==> config.mk <==
export PLATFORM = sky130hd
export DESIGN_NAME = pipe_ctrl
export DESIGN_NICKNAME = d
export VERILOG_FILES = /design/src/rtl/pipe_ctrl.sv
export SDC_FILE = /design/constraint.sdc
export NUM_CORES = 1
export LEC_CHECK = 0
export CORE_MARGIN = 2
export CORE_UTILIZATION = 49
export DETAILED_ROUTE_END_ITERATION = 7
export PLACE_DENSITY_LB_ADDON = 0.1
export RECOVER_POWER = 50
export SYNTH_ARGS = -nofsm -noshare
export SYNTH_HDL_FRONTEND = slang
export SYNTH_SLANG_ARGS = --single-unit
==> constraint.sdc <==
create_clock -name CLK -period 2.6 [get_ports CLK]
set_input_delay 0.39 -clock CLK [delete_from_list [all_inputs] [get_ports CLK]]
set_output_delay 0.39 -clock CLK [all_outputs]
set_load 0.01 [all_outputs]
==> src/rtl/pipe_ctrl.sv <==
// Five-stage pipeline controller: load/flush enables for load-use hazards,
// taken branches and data-memory wait states, plus stall/flush counters.
module pipe_ctrl #(
    parameter int HAZ_BUBBLES = 1
) (
    input  logic        CLK,
    input  logic        RST,
    input  logic        Hazard,
    input  logic        Branch_Taken,
    input  logic        Mem_Req,
    input  logic        Mem_Ready,
    input  logic        Cnt_Clr,
    output logic        IF_Ld,
    output logic        ID_Ld,
    output logic        EX_Ld,
    output logic        MEM_Ld,
    output logic        WB_Ld,
    output logic        ID_Flush,
    output logic        EX_Flush,
    output logic [1:0]  Ctrl_State,
    output logic [15:0] Stall_Cnt,
    output logic [15:0] Flush_Cnt
);

    typedef enum logic [1:0] {
        RUN  = 2'b00,
        HAZ  = 2'b01,
        MEMW = 2'b10,
        BAD  = 2'b11
    } state_t;

    localparam logic [1:0] BUB_LOAD = 2'(HAZ_BUBBLES - 1);

    state_t     state, next_state;
    state_t     saved_state, next_saved;
    state_t     eff_state;
    logic [1:0] bub_cnt, next_bub;
    logic       mem_stall;

    assign mem_stall  = Mem_Req & ~Mem_Ready;
    // While waiting on memory, the released cycle behaves as the interrupted state.
    assign eff_state  = (state == MEMW) ? saved_state : state;
    assign Ctrl_State = state;

    always_ff @(posedge CLK or negedge RST) begin
        if (!RST) begin
            state       <= RUN;
            saved_state <= RUN;
            bub_cnt     <= 2'd0;
        end else begin
            state       <= next_state;
            saved_state <= next_saved;
            bub_cnt     <= next_bub;
        end
    end

    always_comb begin
        next_state = state;
        next_saved = saved_state;
        next_bub   = bub_cnt;
        IF_Ld      = 1'b1;
        ID_Ld      = 1'b1;
        EX_Ld      = 1'b1;
        MEM_Ld     = 1'b1;
        WB_Ld      = 1'b1;
        ID_Flush   = 1'b0;
        EX_Flush   = 1'b0;

        if (mem_stall) begin
            IF_Ld  = 1'b0;
            ID_Ld  = 1'b0;
            EX_Ld  = 1'b0;
            MEM_Ld = 1'b0;
            WB_Ld  = 1'b0;
            if (state == RUN || state == HAZ) begin
                next_state = MEMW;
                next_saved = state;
            end
        end else if (Branch_Taken) begin
            ID_Flush   = 1'b1;
            EX_Flush   = 1'b1;
            next_state = RUN;
            next_saved = RUN;
            next_bub   = 2'd0;
        end else begin
            next_saved = RUN;
            case (eff_state)
                RUN: begin
                    next_state = RUN;
                    if (Hazard) begin
                        IF_Ld    = 1'b0;
                        ID_Ld    = 1'b0;
                        EX_Flush = 1'b1;
                        next_bub = BUB_LOAD;
                        if (HAZ_BUBBLES > 1) begin
                            next_state = HAZ;
                        end
                    end
                end
                HAZ: begin
                    IF_Ld    = 1'b0;
                    ID_Ld    = 1'b0;
                    EX_Flush = 1'b1;
                    if (bub_cnt <= 2'd1) begin
                        next_bub   = 2'd0;
                        next_state = RUN;
                    end else begin
                        next_bub   = bub_cnt - 2'd1;
                        next_state = HAZ;
                    end
                end
                default: begin
                    next_state = RUN;
                    next_bub   = 2'd0;
                end
            endcase
        end

        if (state == BAD) begin
            next_state = RUN;
            next_saved = RUN;
            next_bub   = 2'd0;
        end
    end

    // Counters saturate rather than wrap so long runs never read as short ones.
    always_ff @(posedge CLK or negedge RST) begin
        if (!RST) begin
            Stall_Cnt <= 16'd0;
            Flush_Cnt <= 16'd0;
        end else if (Cnt_Clr) begin
            Stall_Cnt <= 16'd0;
            Flush_Cnt <= 16'd0;
        end else begin
            if (!IF_Ld && Stall_Cnt != 16'hFFFF) begin
                Stall_Cnt <= Stall_Cnt + 16'd1;
            end
            if (ID_Flush && Flush_Cnt != 16'hFFFF) begin
                Flush_Cnt <= Flush_Cnt + 16'd1;
            end
        end
    end

endmodule

==> results of run 1 <==
[layer usage]
| layer | global-route usage, % | share of wire (%) | up-vias |
|---|---|---|---|
| met5 | 0 | 0 | - |
| li1 | - | - | 851 |
| met4 | 9.00 | 1.7 | 0 |
| met3 | 4.77 | 4.9 | 8 |
| met1 | 25.5 | 42 | 819 |
| met2 | 35.1 | 51 | 51 |
[state kept, by name, indices dropped and copies added, names as in the netlist]
name         cells
saved_state      2
Stall_Cnt       16
bub_cnt          2
Ctrl_State       2
Flush_Cnt       16
[power groups by stage]
stage	clock, mW	combinational (mW)	sequential, mW
floorplan	0	0.0485	0.621
global placement	0	0.109	0.619
detailed placement	0	0.109	0.619
CTS	0.427	0.110	0.608
global route	0.452	0.117	0.609
finish	0.416	0.105	0.607
[layout by cell type, fill, tap and decap left out, drive strengths merged, types with 3 or more instances in the layout]
cell	Yosys	final
nand4	7	7
clkdlybuf4s50	0	33
nor4	11	11
xnor2	21	21
inv	4	4
and4	3	3
nand2	12	12
mux2i	4	4
nor3	6	6
a21oi	11	11
dfrtp	38	38
dlygate4sd3	0	13
a211oi	8	8
buf	4	5
and3	7	7
xor2	3	3
nand3	10	10
clkbuf	6	8
nor2	35	35
[cell families after synthesis]
group,Yosys count,synth area share (%)
and+or+nand+nor,100,25.6
DFF,38,47.0
AOI/OAI and AO/OA,30,10.6
xor gates and xnor gates,24,10.4
buffers and inverters,14,3.15
muxes,4,1.98
adders and majority gates,2,1.24
[cell type report]
cell class	count	area [um2]	share of cell area, %
sequential	38	951	36.2
inverter	4	15.0	0.571
clock inverter	1	5.00	0.190
timing repair buffer	52	502	19.1
clock buffer	7	86.3	3.28
multi-input combinational	160	1010	38.3
tap	50	62.6	2.38
[metrics by stage]
stage	hold WS, ns	power (mW)	util (%)	cell area (um2)	worst slack, ns
after floorplan	0.0944	0.670	-	2020	0.604
after global placement	0.464	0.728	63.5	2540	0.185
after detailed placement	0.492	0.728	63.5	2540	0.147
after CTS	0.220	1.14	65.8	2630	0.203
after global routing	0.512	1.18	65.7	2630	0.104
final	0.500	1.13	65.7	2630	0.219
[worst paths after layout]
| check | slack (ns) | endpoint | cells past startpoint |
|---|---|---|---|
| worst max-delay path | 0.22 | ID_Ld | 5 |
| worst min-delay path | 0.50 | bub_cnt[0] | 1 |
| worst max register to register | 0.46 | Stall_Cnt[11] | 6 |
| worst min register to register | 0.50 | bub_cnt[0] | 1 |
| max in group asynchronous | 0.84 | Flush_Cnt[8] | 1 |
| min in group asynchronous | 0.63 | Stall_Cnt[2] | 1 |
[critical path: stages]
cell and delay, ns:
clkdlybuf4s50_1 0.44, nand2b_1 0.32, o31ai_4 0.15, inv_2 0.13
clkdlybuf4s50_1 0.56
==> summary.md, run 1 <==
| Metric | Value |
|---|---|
| Status | complete, but fails checks |
| Failing checks | capacitance limit, slew limit |
| Layout Skew | 0.00863 ns |
| Core area | 0.00400 mm2 |
| Avg Cell Area, Syn | 9.54 um2 |
| Sequential area share after synthesis | 47.0% |
| Number of setup violations in the final report | 0 |
| CP Launch Type | primary input |
| Non-filler cells, final | 312 |
| Combinational power share | 9.3% |
| Synth cell types | 38 |
| Largest area contributor in the netlist | dfrtp_1 |
| Die width | 68.3 um |
| IO Pins | 48 |
| Htree depth | 2 |
| Worst Tran Pin Value | 1.95 ns |
| Setup CP Type | in -> out |
| Area delta synth->final | 30.0% |
| DRT antenna net count | 0 |
| Initial DRC Count | 105 |
| Drt drc | 0 |
| Root Driver | clkbuf_8 |
| Total of max-cap violations | 1 |
| Number of buffers created by CTS | 5 |
| First-pass GRT wire length | 7.25 mm |
| Sw Pwr | 0.267 mW |
| Hold_sp | bub_cnt[0] |
| Post-synthesis cell count | 212 |
| Dpl cells | 304 |
| Die Ht | 68.3 um |
| Final Hold Fails | 0 |
| Top_reg_cell synth | dfrtp_1 |
| Switching Share | 23.6% |
| Slew HR | -29.7% |
| Routed length per instance | 14.1 um |
| Worst Setup SP | Mem_Ready |
| Sequential Power Share | 53.8% |
| Clk slew on worst S/H paths | 0.07 ns |
| Crit path DAT | 1.99 ns |
| TritonCTS Sinks | 38 |
| Mapped Area | 0.00202 mm2 |
| Max-slew violations | 39 |
| Clock buffer depth | 2 |
| Resize count post-CTS | 0 |
| Die Area | 0.00466 mm2 |
| Synthesis warning total | 0 |
| Final net count | 270 |
| RD Place Congestion | 0.853 |
| Top cells by area, synth | dfrtp_1, xnor2_1, nor2_1 |
| Synthesis-stage register bit count | 38 |
| Via count | 1729 |
| Fmax | 0.420 GHz |
| Worst skew pair latency | 0.29 ns |
| Clock power frac | 36.9% |
| VDD IR max | 0.313 mV |
| GRT Overall Usage | 20.9% |
| Post-synth EDFFs | 0 |
| Worst min-delay path class | reg -> reg |
| Rows | 23 |
| Final setup TNS | 0 ns |
| Starting density of the core | 50.6% |
| RSZ-0062 raised after global routing | no |
| Most frequent cell after synthesis | dfrtp_1 |
| Most instantiated cells after synthesis | dfrtp_1, nor2_1, xnor2_1 |
| First drt pass iteration count | 4 |
| Fillers | 380 |
| Post-DP HPWL | 3.18 mm |
| Post-synth top area share | 47.0% |
| Largest net degree at the start of global routing | 39 |
| Initial antenna violation count | 0 |
| Leak Pwr | 1.08 nW |
| Wirelength, routed | 4.41 mm |
| CTS tree | yes |
| RR Startpoint | Ctrl_State[0] |
| Syn Nets | 221 |
| Worst-path fanout max | 9 |
| Grt ovf | 0 |
| P per Cell Area | 429 mW/mm2 |
| Synth async-reset ratio | 100% |
| Vias in the first global route | 1574 |
| Int Pwr | 0.862 mW |
| Tcrit/Tclk final | 91.6% |
| PortBufs | 47 |
| Data required time of the critical path | 2.21 ns |
| CP endpoint kind | primary output |
| Post-CTS setup buffers | 0 |
| Crit path time final | 2.38 ns |
| CTS Hold Bufs | 0 |
| Via-to-Cell Ratio | 5.54 |
| Antenna Cells | 0 |
| Ratio of cells with drive above 1 in the final layout | 6.87% |
No activity file was read; power rests on OpenSTA's default activity.
==> run 2: changes to the inputs <==
--- a/config.mk
+++ b/config.mk
@@ -5,8 +5,7 @@
 export SDC_FILE = /design/constraint.sdc
 export NUM_CORES = 1
 export LEC_CHECK = 0
-export CORE_MARGIN = 2
-export CORE_UTILIZATION = 49
+export CORE_UTILIZATION = 53
 export DETAILED_ROUTE_END_ITERATION = 7
 export PLACE_DENSITY_LB_ADDON = 0.1
 export RECOVER_POWER = 50
==> constraint.sdc (replaced) <==
create_clock -name CLK -period 3 [get_ports CLK]
set_input_delay 0.45 -clock CLK [delete_from_list [all_inputs] [get_ports CLK]]
set_output_delay 0.45 -clock CLK [all_outputs]
set_load 0.01 [all_outputs]
==> run 2 against run 1 <==
  * The flow still finishes with violations (capacitance limit, slew limit)
  * Sequential share of layout area increased by 0.59 points
  * Non-clock buffer count shrank 4
  * Die area down 13%
  * Utilization rose by 4.9 points
  * Total power down 13%
  * Via count shrank 1.4%
  * Global-route usage is 1.7 points higher
  * Final cell count fell by 1.9%
  * Worst hold slack lost 0.010 ns
  * Largest cell class unchanged
  * Largest power group unchanged
==> summary.md, run 2 (same netlist as run 1, synthesis figures left out) <==
| Metric | Value |
|---|---|
| Via-to-Cell Ratio | 5.57 (+0.49%) |
| Number of setup violations in the final report | 0 (unchanged) |
| CP Launch Type | primary input |
| Drt drc | 0 (unchanged) |
| Die Ht | 63.8 um (-6.5%) |
| Vias in the first global route | 1551 (-1.5%) |
| Grt ovf | 0 (unchanged) |
| RR Startpoint | Ctrl_State[0] |
| CP endpoint kind | primary output |
| Total of max-cap violations | 1 (unchanged) |
| Htree depth | 2 (unchanged) |
| Worst skew pair latency | 0.29 ns (about the same) |
| DRT antenna net count | 0 (unchanged) |
| Worst Tran Pin Value | 1.99 ns (+0.0430 ns) |
| Sw Pwr | 0.241 mW (-9.7%) |
| Fmax | 0.376 GHz |
| Core area | 0.00366 mm2 (-8.5%) |
| Data required time of the critical path | 2.55 ns (+0.34 ns) |
| Most frequent cells in the layout | dfrtp_1, nor2_1, clkdlybuf4s50_1 |
| Die Area | 0.00407 mm2 (-13%) |
| Post-CTS setup buffers | 0 (unchanged) |
| Area delta synth->final | 27.9% |
| Design Power | 0.983 mW (-13%) |
| Final Hold Fails | 0 (unchanged) |
| Largest net degree at the start of global routing | 39 (unchanged) |
| Resize count post-CTS | 0 (unchanged) |
| Fillers | 282 (-26%) |
| Initial DRC Count | 120 (+14%) |
| Tcrit/Tclk final | 88.7% |
| Failing checks | capacitance limit, slew limit |
| Via count | 1704 (-1.4%) |
| Worst reg2reg setup slack | 0.59 ns (+0.13 ns) |
| Layout Skew | 0.00881 ns (+0.000184 ns) |
| Max-slew violations | 39 (unchanged) |
| Crit path time final | 2.66 ns |
| Routed length per instance | 14.1 um (-0.35%) |
| RSZ-0062 raised after global routing | no |
| Final setup TNS | 0 ns (unchanged) |
| Int Pwr | 0.742 mW (-14%) |
| CTS tree | yes |
| Initial antenna violation count | 0 (unchanged) |
| IO Pins | 48 (unchanged) |
| Die width | 63.8 um (-6.5%) |
| Starting density of the core | 55.3% (+4.7 points) |
| GRT Overall Usage | 22.6% (+1.7 points) |
| Sequential Power Share | 53.5% (-0.3 points) |
| Ratio of cells with drive above 1 in the final layout | 5.43% (-1.4 points) |
| CTS Hold Bufs | 0 (unchanged) |
| FF-to-FF End | Stall_Cnt[11] |
| Post-DP HPWL | 2.95 mm (-7.3%) |
| First drt pass iteration count | 4 (unchanged) |
| Setup CP Type | in -> out |
| Final net count | 266 (-1.5%) |
| Worst-path fanout max | 13 (+4) |
| VDD IR max | 0.290 mV (-7.3%) |
| Regs by FF count | Flush_Cnt: 16 flops, Stall_Cnt: 16 flops |
| Setup crit end | ID_Ld |
| Leak Pwr | 1.06 nW (-1.8%) |
| Combinational power share | 8.7% (-0.6 points) |
| Rows | 22 (-4.3%) |
| First-pass GRT wire length | 7.09 mm (-2.3%) |
| RD Place Congestion | 0.784 (-8.0%) |
| Number of buffers created by CTS | 5 (unchanged) |
| Status | complete, but fails checks |
| Slew HR | -32.6% (-2.9 points) |
| Crit path DAT | 2.21 ns (+0.22 ns) |
| Worst min-delay path class | reg -> reg |
| P per Cell Area | 380 mW/mm2 (-11%) |
| R2R depth | 6 (unchanged) |
| TritonCTS Sinks | 38 (unchanged) |
| Worst Setup SP | Mem_Ready |
| Wirelength, routed | 4.31 mm (-2.3%) |
| Commonest non-fill, non-tap cell in the layout | dfrtp_1 |
| Clock buffer depth | 2 (unchanged) |
| Clk slew on worst S/H paths | 0.07 ns (about the same) |
| Antenna Cells | 0 (unchanged) |
| Clock power frac | 37.8% (+0.9 points) |
| PortBufs | 47 (unchanged) |
| Root Driver | clkbuf_8 |
| Switching Share | 24.5% (+0.88 points) |
==> run 2: cell count changes in the layout (fill, tap and decap cells not counted) <==
cell / change
buf_4: -4
clkbuf_1: -1
clkdlybuf4s50_1: -2
clkinvlp_4: +1
dlygate4sd3_1: +2
o31ai_1: +1
o31ai_4: -1
==> run 2: worst min path at each step <==
stage / from / to / slack [ns] / cells past startpoint
floorplan: RST / Ctrl_State[0] / 0.15 / 0
global placement: bub_cnt[0] / bub_cnt[0] / 0.48 / 1
detailed placement: bub_cnt[0] / bub_cnt[0] / 0.48 / 1
CTS: RST / Stall_Cnt[3] / 0.28 / 1
global route: bub_cnt[0] / bub_cnt[0] / 0.51 / 1
finish: bub_cnt[0] / bub_cnt[0] / 0.49 / 1
==> run 2: area by class of cell <==
class,count,area (um2),share of cell area [%]
clock buffer,6,82.6,3.19
clock inverter,2,12.5,0.484
inverter,4,15.0,0.580
multi-input combinational,160,995,38.4
sequential,38,951,36.8
tap,48,60.1,2.32
timing repair buffer,48,472,18.2
==> run 2: power by group through the flow <==
stage	combinational [mW]	clock [mW]	sequential (mW)
floorplan	0.0421	0	0.539
global placement	0.0904	0	0.536
detailed placement	0.0908	0	0.537
CTS	0.0916	0.376	0.527
global route	0.0948	0.401	0.528
finish	0.0854	0.371	0.526
==> run 2: metrics by stage <==
step / std cells / setup WS [ns] / utilization (%) / instance area [um2] / hold slack [ns]
after global routing: 306 / 0.225 / 70.7 / 2590 / 0.507
after CTS: 306 / 0.379 / 71.1 / 2600 / 0.281
after detailed placement: 298 / 0.362 / 68.5 / 2510 / 0.480
final: 306 / 0.340 / 70.7 / 2590 / 0.490
after global placement: 298 / 0.430 / 68.5 / 2510 / 0.480
after floorplan: 212 / 0.933 / - / 2020 / 0.154
==> run 2: worst max-delay path: stages <==
cell             delay (ns)
dlygate4sd3_1          0.51
nand2b_1               0.27
o31ai_1                0.19
inv_2                  0.21
clkdlybuf4s50_1        0.57
==> run 2: layer usage <==
layer  GRT usage [%]  vias up  part of all wire, %
li1                -      851                    -
met4            10.2        0                  1.4
met2            36.4       42                   48
met1            28.9      804                   46
met3            5.18        7                  3.9
met5               0        -                    0
==> run 3: changes to the inputs <==
--- a/config.mk
+++ b/config.mk
@@ -5,10 +5,11 @@
 export SDC_FILE = /design/constraint.sdc
 export NUM_CORES = 1
 export LEC_CHECK = 0
-export CORE_UTILIZATION = 53
+export CORE_UTILIZATION = 49
 export DETAILED_ROUTE_END_ITERATION = 7
-export PLACE_DENSITY_LB_ADDON = 0.1
+export PLACE_DENSITY = 0.86
 export RECOVER_POWER = 50
+export REMOVE_ABC_BUFFERS = 1
 export SYNTH_ARGS = -nofsm -noshare
 export SYNTH_HDL_FRONTEND = slang
 export SYNTH_SLANG_ARGS = --single-unit
==> constraint.sdc (replaced) <==
create_clock -name CLK -period 2.8 [get_ports CLK]
set_input_delay 0.42 -clock CLK [delete_from_list [all_inputs] [get_ports CLK]]
set_output_delay 0.42 -clock CLK [all_outputs]
set_load 0.01 [all_outputs]
==> run 3 against run 2 <==
  * The flow still finishes with violations (capacitance limit, slew limit)
  * Via count grew 3.3%
  * Clock power is 5% higher
  * Sequential share of layout area shrank 0.25 points
  * Worst setup slack lost 0.14 ns
  * Die area is 7.9% higher
  * Utilization down 2.1 points
  * Sequential power up 7.4%
  * Total power increased by 6.8%
  * First-iteration DRC count decreased by 7.5%
  * Non-clock buffer count grew 1
  * Final cell count increased by 0.33%
  * Critical path type unchanged
  * Largest cell class unchanged
  * Largest power group unchanged
==> summary.md, run 3 (same netlist as run 1, synthesis figures left out) <==
| Metric | Value |
|---|---|
| Worst Tran Pin Value | 1.92 ns (-0.0699 ns) |
| Chain of cells forming the critical path | dlygate4sd3_1, nand2b_1, o31ai_4, inv_2, clkdlybuf4s50_1 |
| Failing checks | capacitance limit, slew limit |
| Crit path max-delay cell type | clkdlybuf4s50_1 |
| Via count | 1760 (+3.3%) |
| Drt drc | 0 (unchanged) |
| Area delta synth->final | 28.8% |
| CP Launch Type | primary input |
| Worst reg2reg setup slack | 0.61 ns (+0.02 ns) |
| Htree depth | 2 (unchanged) |
| Slew HR | -27.9% (+4.7 points) |
| RD Place Congestion | 0.886 (+13%) |
| Initial antenna violation count | 0 (unchanged) |
| Die Ht | 66.3 um (+3.9%) |
| CP endpoint kind | primary output |
| Grt ovf | 0 (unchanged) |
| Largest net degree at the start of global routing | 39 (unchanged) |
| Max-slew violations | 39 (unchanged) |
| Starting density of the core | 53.3% (-2.0 points) |
| WP buf/inv | 3 (unchanged) |
| Crit path max-delay family | buffers and inverters |
| Die width | 66.3 um (+3.9%) |
| Data required time of the critical path | 2.38 ns (-0.17 ns) |
| Clock buffer depth | 2 (unchanged) |
| TritonCTS Sinks | 38 (unchanged) |
| Core area | 0.00380 mm2 (+3.8%) |
| Antenna Cells | 0 (unchanged) |
| Resize count post-CTS | 0 (unchanged) |
| Wirelength, routed | 4.54 mm (+5.5%) |
| IO Pins | 48 (unchanged) |
| PortBufs | 47 (unchanged) |
| Final Hold Fails | 0 (unchanged) |
| Number of buffers created by CTS | 5 (unchanged) |
| Ratio of cells with drive above 1 in the final layout | 5.79% (+0.37 points) |
| VDD IR max | 0.258 mV (-11%) |
| Status | complete, but fails checks |
| Leak Pwr | 1.06 nW (+0.18%) |
| Final setup TNS | 0 ns (unchanged) |
| P per Cell Area | 403 mW/mm2 (+6.1%) |
| Crit path time final | 2.60 ns |
| Tcrit/Tclk final | 93.0% |
| Die Area | 0.00439 mm2 (+7.9%) |
| DRT antenna net count | 0 (unchanged) |
| Routed length per instance | 14.8 um (+5.2%) |
| First-pass GRT wire length | 7.89 mm (+11%) |
| Root Driver | clkbuf_8 |
| Most frequent cells in the layout | dfrtp_1, nor2_1, clkdlybuf4s50_1 |
| Worst min-delay path class | reg -> reg |
| Clk slew on worst S/H paths | 0.07 ns (about the same) |
| RSZ-0062 raised after global routing | no |
| Worst path max stage delay | 0.58 ns (about the same) |
| Post-CTS setup buffers | 0 (unchanged) |
| Worst skew pair latency | 0.29 ns (about the same) |
| Fillers | 299 (+6.0%) |
| WHS | 0.503 ns (+0.0135 ns) |
| Number of setup violations in the final report | 0 (unchanged) |
| GRT Overall Usage | 24.3% (+1.7 points) |
| Layout Skew | 0.00302 ns (-0.00579 ns) |
| Setup CP Type | in -> out |
| Final net count | 267 (+0.38%) |
| Crit path DAT | 2.18 ns (-0.03 ns) |
| Via-to-Cell Ratio | 5.73 (+2.9%) |
| Worst-path fanout max | 13 (unchanged) |
| Total of max-cap violations | 1 (unchanged) |
| First drt pass iteration count | 4 (unchanged) |
| Vias in the first global route | 1735 (+12%) |
| Post-DP HPWL | 3.20 mm (+8.4%) |
| Fmax | 0.384 GHz |
| Regs by FF count | Flush_Cnt: 16 flops, Stall_Cnt: 16 flops |
| Commonest non-fill, non-tap cell in the layout | dfrtp_1 |
| Rows | 22 (unchanged) |
| CTS tree | yes |
| CTS Hold Bufs | 0 (unchanged) |
| Initial DRC Count | 111 (-7.5%) |
[run 3: changes by cell type in the layout (fill, tap and decap cells not counted)]
cell / change
o31ai_4: +1
o31ai_1: -1
clkdlybuf4s50_1: +1
clkinvlp_4: -1
clkbuf_1: +1
buf_4: +1
dlygate4sd3_1: -1
[run 3: per-stage QoR]
step	area [um2]	utilization [%]	setup WS (ns)	instances	power, mW
floorplan	1970	-	0.618	202	0.611
global placement	2510	66.2	0.272	299	0.672
detailed placement	2510	66.2	0.220	299	0.674
CTS	2610	68.6	0.224	307	1.06
global route	2610	68.6	0.0890	307	1.10
finish	2610	68.6	0.196	307	1.05
[run 3: final cells by class]
class / instances / area [um2] / area share, %
inverters: 4 / 15.0 / 0.576
clock buffers: 7 / 86.3 / 3.31
multi-input cells: 160 / 1010 / 38.7
flip-flops and latches: 38 / 951 / 36.5
clock inverters: 1 / 5.00 / 0.192
repair buffers: 49 / 479 / 18.4
well taps: 48 / 60.1 / 2.31
[run 3: routing by layer]
layer  global-route usage [%]  wire length, um  up-vias
met5                        0                0        -
met4                     14.6               98        0
met3                     5.86              289       12
met2                     37.2             2130       67
met1                     30.7             2030      832
li1                         -                -      849
[run 3: path summary, 6_finish.rpt]
check / depth (start not counted) / to / from
min in group asynchronous: 1 / Stall_Cnt[12] / RST
max in group asynchronous: 1 / saved_state[0] / RST
max reg2reg: 6 / Stall_Cnt[11] / Ctrl_State[0]
min: 1 / bub_cnt[0] / bub_cnt[0]
min reg2reg: 1 / bub_cnt[0] / bub_cnt[0]
max: 5 / IF_Ld / Mem_Ready
[run 3: report_power, final]
group,internal (mW),switching (mW)
Sequential,0.555,0.00959
Combinational,0.0440,0.0513
Clock,0.199,0.191
[run 3: worst register-to-register path, stage by stage (launching register included)]
cell and delay, ns:
dfrtp_1 0.43, o21a_1 0.26, o31ai_4 0.25, inv_2 0.16
or4b_4 0.57, or3_1 0.32, a21oi_1 0.14
